**src/rtl/epl_pkg.sv**
```systemverilog
// epl_pkg: shared Powerlink SoC framing constants, FSM states and frame-byte lookup.
package epl_pkg;
    localparam logic [47:0] SOC_MAC     = 48'h01_11_1E_00_00_01;
    localparam logic [15:0] ETHERTYPE   = 16'h88AB;
    localparam logic [7:0]  MSG_SOC     = 8'h01;
    localparam logic [7:0]  DST_NODE    = 8'hFF;
    localparam logic [7:0]  SRC_NODE    = 8'hF0;
    localparam logic [31:0] CRC_POLY    = 32'hEDB88320;
    localparam logic [31:0] CRC_INIT    = 32'hFFFFFFFF;
    localparam logic [6:0]  NETTIME_OFS = 7'd20;
    localparam logic [6:0]  RELTIME_OFS = 7'd28;
    localparam logic [6:0]  DATA_LEN    = 7'd60;
    localparam logic [6:0]  PRE_LEN     = 7'd8;
    localparam logic [6:0]  FCS_LEN     = 7'd4;
    localparam logic [6:0]  IFG_LEN     = 7'd12;

    typedef enum logic [2:0] {ST_IDLE, ST_PRE, ST_DATA, ST_FCS, ST_IFG} tx_state_t;

    function automatic logic [7:0] soc_byte(input logic [6:0] idx, input logic [47:0] mac,
                                            input logic [63:0] nt, input logic [63:0] rt);
        logic [7:0] b;
        b = 8'h00;
        if (idx < 7'd6) b = 8'(SOC_MAC >> (8 * (7'd5 - idx)));
        else if (idx < 7'd12) b = 8'(mac >> (8 * (7'd11 - idx)));
        else if (idx == 7'd12) b = ETHERTYPE[15:8];
        else if (idx == 7'd13) b = ETHERTYPE[7:0];
        else if (idx == 7'd14) b = MSG_SOC;
        else if (idx == 7'd15) b = DST_NODE;
        else if (idx == 7'd16) b = SRC_NODE;
        else if (idx >= NETTIME_OFS && idx < RELTIME_OFS) b = 8'(nt >> (8 * (idx - NETTIME_OFS)));
        else if (idx >= RELTIME_OFS && idx < RELTIME_OFS + 7'd8) b = 8'(rt >> (8 * (idx - RELTIME_OFS)));
        return b;
    endfunction
endpackage

```
**src/rtl/crc32_dibit.sv**
```systemverilog
// crc32_dibit: reflected CRC-32 register advancing two bits (d[0] first) per enabled clock.
module crc32_dibit
    import epl_pkg::*;
(
    input  logic        clk,
    input  logic        rst,
    input  logic        clr,
    input  logic        en,
    input  logic [1:0]  d,
    output logic [31:0] crc
);
    logic [31:0] c1, c2;

    always_comb begin
        c1 = (crc >> 1) ^ ((crc[0] ^ d[0]) ? CRC_POLY : 32'h0);
        c2 = (c1 >> 1) ^ ((c1[0] ^ d[1]) ? CRC_POLY : 32'h0);
    end

    always_ff @(posedge clk or negedge rst)
        if (!rst) crc <= CRC_INIT;
        else if (clr) crc <= CRC_INIT;
        else if (en) crc <= c2;
endmodule

```
**src/rtl/soc_frame_gen.sv**
```systemverilog
// soc_frame_gen: periodic Powerlink SoC frame generator driving RMII transmit dibits.
module soc_frame_gen
    import epl_pkg::*;
#(
    parameter logic [47:0] SRC_MAC = 48'h00_50_C2_00_00_F0
) (
    input  logic        clk,
    input  logic        rst,
    input  logic        enable,
    input  logic        fast_eth,
    input  logic [31:0] cycle_len,
    input  logic [31:0] cycle_ns,
    input  logic [63:0] net_time,
    output logic        rm_tx_en,
    output logic [1:0]  rm_tx_data,
    output logic        busy,
    output logic        soc_sent,
    output logic        overrun
);
    tx_state_t   state, ns;
    logic [31:0] cnt, cl, crc;
    logic [63:0] rel, nt_q, rt_q;
    logic [6:0]  byte_cnt, nb, last_byte;
    logic [1:0]  dib, nd, dout;
    logic [3:0]  slot;
    logic [7:0]  bval;
    logic        fast_q, trig, start, slot_end, adv, end_state;

    assign cl    = (cycle_len == 32'd0) ? 32'd1 : cycle_len;
    assign trig  = enable && cnt == 32'd0;
    assign start = trig && state == ST_IDLE;
    assign busy  = state != ST_IDLE;

    // Everything below looks one dibit ahead: it describes the position loaded on the next slot edge.
    always_comb begin
        slot_end  = fast_q || slot == 4'd9;
        last_byte = state == ST_PRE ? PRE_LEN - 7'd1 : state == ST_DATA ? DATA_LEN - 7'd1 :
                    state == ST_FCS ? FCS_LEN - 7'd1 : IFG_LEN - 7'd1;
        adv       = slot_end && dib == 2'd3;
        end_state = adv && byte_cnt == last_byte;
        ns        = !end_state ? state : state == ST_PRE ? ST_DATA : state == ST_DATA ? ST_FCS :
                    state == ST_FCS ? ST_IFG : ST_IDLE;
        nb        = end_state ? 7'd0 : adv ? byte_cnt + 7'd1 : byte_cnt;
        nd        = slot_end ? dib + 2'd1 : dib;
        bval      = ns == ST_PRE  ? (nb == PRE_LEN - 7'd1 ? 8'hD5 : 8'h55) :
                    ns == ST_DATA ? soc_byte(nb, SRC_MAC, nt_q, rt_q) :
                    ns == ST_FCS  ? 8'(~crc >> (8 * nb)) : 8'h00;
        dout      = 2'(bval >> (2 * nd));
    end

    crc32_dibit u_crc (
        .clk(clk), .rst(rst), .clr(start),
        .en(busy && slot_end && ns == ST_DATA), .d(dout), .crc(crc)
    );

    always_ff @(posedge clk or negedge rst) begin
        if (!rst) begin
            state <= ST_IDLE;
            cnt <= '0;
            rel <= '0;
            nt_q <= '0;
            rt_q <= '0;
            byte_cnt <= '0;
            dib <= '0;
            slot <= '0;
            fast_q <= 1'b0;
            rm_tx_en <= 1'b0;
            rm_tx_data <= 2'b00;
            soc_sent <= 1'b0;
            overrun <= 1'b0;
        end else begin
            cnt <= !enable ? 32'd0 : (cnt >= cl - 32'd1) ? 32'd0 : cnt + 32'd1;
            soc_sent <= 1'b0;
            overrun <= trig && busy;
            if (trig) rel <= rel + {32'd0, cycle_ns};
            if (start) begin
                state <= ST_PRE;
                byte_cnt <= '0;
                dib <= '0;
                slot <= '0;
                fast_q <= fast_eth;
                nt_q <= net_time;
                rt_q <= rel;
                rm_tx_en <= 1'b1;
                rm_tx_data <= 2'b01;
            end else if (busy) begin
                slot <= slot_end ? 4'd0 : slot + 4'd1;
                if (slot_end) begin
                    state <= ns;
                    byte_cnt <= nb;
                    dib <= nd;
                    rm_tx_en <= ns == ST_PRE || ns == ST_DATA || ns == ST_FCS;
                    rm_tx_data <= dout;
                    soc_sent <= state == ST_FCS && ns == ST_IFG;
                end
            end
        end
    end
endmodule

```
**config.mk**
```make
export PLATFORM = sky130hd
export DESIGN_NAME = soc_frame_gen
export DESIGN_NICKNAME = d
export VERILOG_FILES = /design/src/rtl/epl_pkg.sv /design/src/rtl/crc32_dibit.sv /design/src/rtl/soc_frame_gen.sv
export SDC_FILE = /design/constraint.sdc
export NUM_CORES = 1
export LEC_CHECK = 0
export CORE_ASPECT_RATIO = 1.25
export CORE_UTILIZATION = 59
export DETAILED_ROUTE_END_ITERATION = 8
export MAX_ROUTING_LAYER = met4
export PLACE_DENSITY = 0.9
export REMOVE_ABC_BUFFERS = 1
export SYNTH_ARGS = -nofsm -noshare
export SYNTH_HDL_FRONTEND = slang
export SYNTH_SLANG_ARGS = --single-unit
```
**constraint.sdc**
```tcl
create_clock -name clk -period 6.34 [get_ports clk]
set_input_delay 1.268 -clock clk [delete_from_list [all_inputs] [get_ports clk]]
set_output_delay 1.268 -clock clk [all_outputs]
set_load 0.02 [all_outputs]
```
==> results of run 1 <==
==> worst paths after layout <==
| check | end | slack (ns) | cells after the start |
|---|---|---|---|
| max | cnt[11] | 0.31 | 25 |
| min | rel[63] | 0.46 | 1 |
| max reg2reg | u_crc.crc[20] | 0.46 | 16 |
| min reg2reg | rel[63] | 0.46 | 1 |
| max in group asynchronous | rm_tx_data[0] | 4.19 | 2 |
| min in group asynchronous | rel[22] | 0.73 | 1 |
==> power by group through the flow <==
stage               Clock, mW  Combinational (mW)  Sequential (mW)
floorplan                   0                2.78             2.71
global placement            0                3.66             2.82
detailed placement          0                3.76             2.85
CTS                      1.73                3.81             2.84
global route             1.79                4.21             2.92
finish                   1.71                3.85             2.85
==> metrics by stage <==
| step | area, µm² | instances | util, % | setup WS, ns |
|---|---|---|---|---|
| after floorplan | 16200 | 1574 | - | -3.78 |
| after global placement | 18300 | 2095 | 66.4 | -0.185 |
| after detailed placement | 18300 | 2095 | 66.4 | -0.373 |
| after CTS | 19200 | 2143 | 69.8 | 0.179 |
| after global routing | 19300 | 2145 | 69.8 | 0.00817 |
| final | 19300 | 2145 | 69.8 | 0.313 |
==> cell usage after synthesis (all sizes together) (8+ instances only) <==
master | instances | share of area, %
o22ai | 12 | 0.46
o31ai | 11 | 0.50
and3 | 31 | 1.2
dfstp | 32 | 5.1
a21oi | 73 | 2.2
mux2 | 131 | 8.9
nand4 | 17 | 0.64
xnor2 | 91 | 5.0
nand2b | 22 | 0.83
nor3 | 43 | 1.4
clkbuf | 61 | 1.4
dfrtp | 246 | 37
inv | 45 | 1.0
and2 | 11 | 0.42
nor4 | 19 | 0.72
nand3 | 54 | 1.6
o21ai | 110 | 3.3
nor2 | 96 | 2.2
a211oi | 11 | 0.50
a21o | 33 | 1.5
a221oi | 21 | 1.1
buf | 14 | 0.53
nand2 | 160 | 3.6
a31oi | 10 | 0.38
ha | 78 | 5.9
nor2b | 12 | 0.46
mux2i | 11 | 0.67
o211ai | 17 | 0.77
xor2 | 49 | 2.6
and4 | 8 | 0.42
==> what timing repair did <==
item | in CTS | in global routing
endpoints found under the setup margin | 0 | 32
setup buffers | 0 | 0
hold buffers | 0 | 0
gates resized for setup | 0 | 2
==> worst register-to-register path: stages, from the launching register on <==
cell and delay (ns):
dfrtp_1 0.45, ha_1 0.27, and4b_1 0.26, o21ai_1 0.64, nand2_1 0.15, nand2_1 0.33, inv_1 0.22, ha_1 0.32
or4_4 0.57, a311oi_4 0.55, a32oi_1 0.20, o32ai_2 0.30, a32oi_2 0.19, xnor2_4 0.41, xnor3_2 0.55, xnor2_1 0.17
a21oi_1 0.19
==> final cells by class <==
| class | count | area, µm² |
|---|---|---|
| clock buffer | 34 | 711 |
| tap | 350 | 438 |
| multi-input combinational | 1251 | 9040 |
| antenna | 2 | 5.00 |
| sequential | 278 | 7000 |
| clock inverter | 14 | 220 |
| timing repair buffer | 171 | 1670 |
| inverter | 45 | 171 |
| fill | 1960 | 8320 |
==> cell families (layout without fill, tap and decap cells) <==
family,after synthesis,count (layout),synth area share (%)
simple gates,506,506,15.1
flops,278,278,42.4
fa+ha+maj,79,79,6.04
compound gates,379,379,15.6
other cells,0,2,0
buf+inv,120,264,2.96
xor+xnor,141,141,7.74
mux,146,146,10.2
==> flip-flops by register name, summed over array words and instances (netlist names) <==
signal / cells
nt_q: 64
rel: 64
rt_q: 64
cnt: 32
u_crc.crc: 32
byte_cnt: 7
slot: 4
state: 3
dib: 2
rm_tx_data: 2
fast_q: 1
overrun: 1
rm_tx_en: 1
soc_sent: 1
==> layer usage <==
| metal | global-route usage, % | up-vias |
|---|---|---|
| li1 | - | 6259 |
| met2 | 52.4 | 531 |
| met3 | 2.89 | 111 |
| met1 | 41.0 | 6651 |
| met4 | 12.9 | 0 |
| met5 | - | - |
==> results.ini, run 1 <==
[power]
p_int_mw=5.05
irDropWorstVdd_uv=240
combPwrFrac_pct=45.8
pwr-share-seq_pct=33.9
p_sw_share_pct=40.0
power_density_mw_per_mm2=437
power_frac_clock_pct=20.4
power_mw=8.42
p_switching_mw=3.36
leakage_nw=8.40

[finish]
layout_common_cells=dfrtp_1, nand2_1, clkdlybuf4s50_1
area_growth_pct=16.7
drive_above_1_share_pct=15.4
final_common_cell=dfrtp_1
nNetsFinal=1984

[flow_run]
cap_violations=0

[critical_path]
worstPathRequired_ns=6.81
critPathKind=in -> reg
worstPathArrival_ns=6.49
critical-path-top-delay-family=compound AO/OA/AOI/OAI gates
cpMaxStageDelayCell=or4_1
r2r-start=dib[0]
cp_max_fo=32
cp_num_buf_inv=5
worstSetupStartpoint=cycle_len[7]
worst_setup_path_end_kind=flip-flop
path_common_cell=a21o_1
start_kind=input pin
critical_path.max_stage_delay_ns=0.57

[placement]
dpl.hpwl_um=30300
finalWeightedCongestion=0.946
io_buffers=137

[clock_network]
numClockSinks=278
cts-buffers-inserted=26
clockBufferDepth=3
clk_latency_ns=0.56
htree_num_levels=1
tritoncts=yes
clockRootBuffer=clkbuf_16
clk_pin_slew_ns=0.07

[detailed_routing]
avgRoutedWirePerCell_um=20.2
vias=13600
maxUsedRoutingLayer=met4
drt_first_pass_iters=5
drt-total-wl_um=43300
via_per_inst=6.32
dr.first_iter.drc_count=1153
drcViolationCount=0
wl_met2_um=21700
drt-met1-wl_um=17500
wl_met3_um=2350
ant_nets=0

[grt]
grt_max_degree=115
antenna_found_initial=2
grt_pass1_vias=13700
grt_usage_pct=32.1
grt-ovfl-total=0
grt_pass1_wl_um=70800

[sta]
fmax_mhz=166
clock_skew_ns=0.0298
fin_hold_ws_ns=0.463
period_needed_ns=6.03
final_hold_viol_count=0
fin_setup_tns_ns=0
finalCritPeriodShare_pct=95.1
slew_viol_final=0
setup_viol=0
relSlewSlack_pct=28.0
worst_pin_slew_ns=1.08
grt_setup_unrepaired=false

[yosys]
ys.flop_type=dfrtp_1
seq_area_frac_synth_pct=42.4
synth_edf_count=0
async_reset_ff_share_pct=100
ys_warn_count=0
syn_inst=1649
netlist_area_mm2=0.0165
ys_ff_latch=278
ys_types=93
synth.avg_cell_area_um2=10.0

[die]
die_area_mm2=0.0286
initial_core_util_pct=59.8
rows=68
pin_count=138
die_height_um=189
fp.coreArea_mm2=0.0276
die_x_um=152

[hold_path]
hold_class=reg -> reg
hold_start=rel[63]

[status]
status=complete, no violations

(Power assumes the default switching activity.)
==> inputs of run 2 (changes only) <==
Settings changed: CTS_CLUSTER_DIAMETER set to 200.
==> results of run 2 <==
No change in the layout: final DEF, timing and power equal those of run 1.
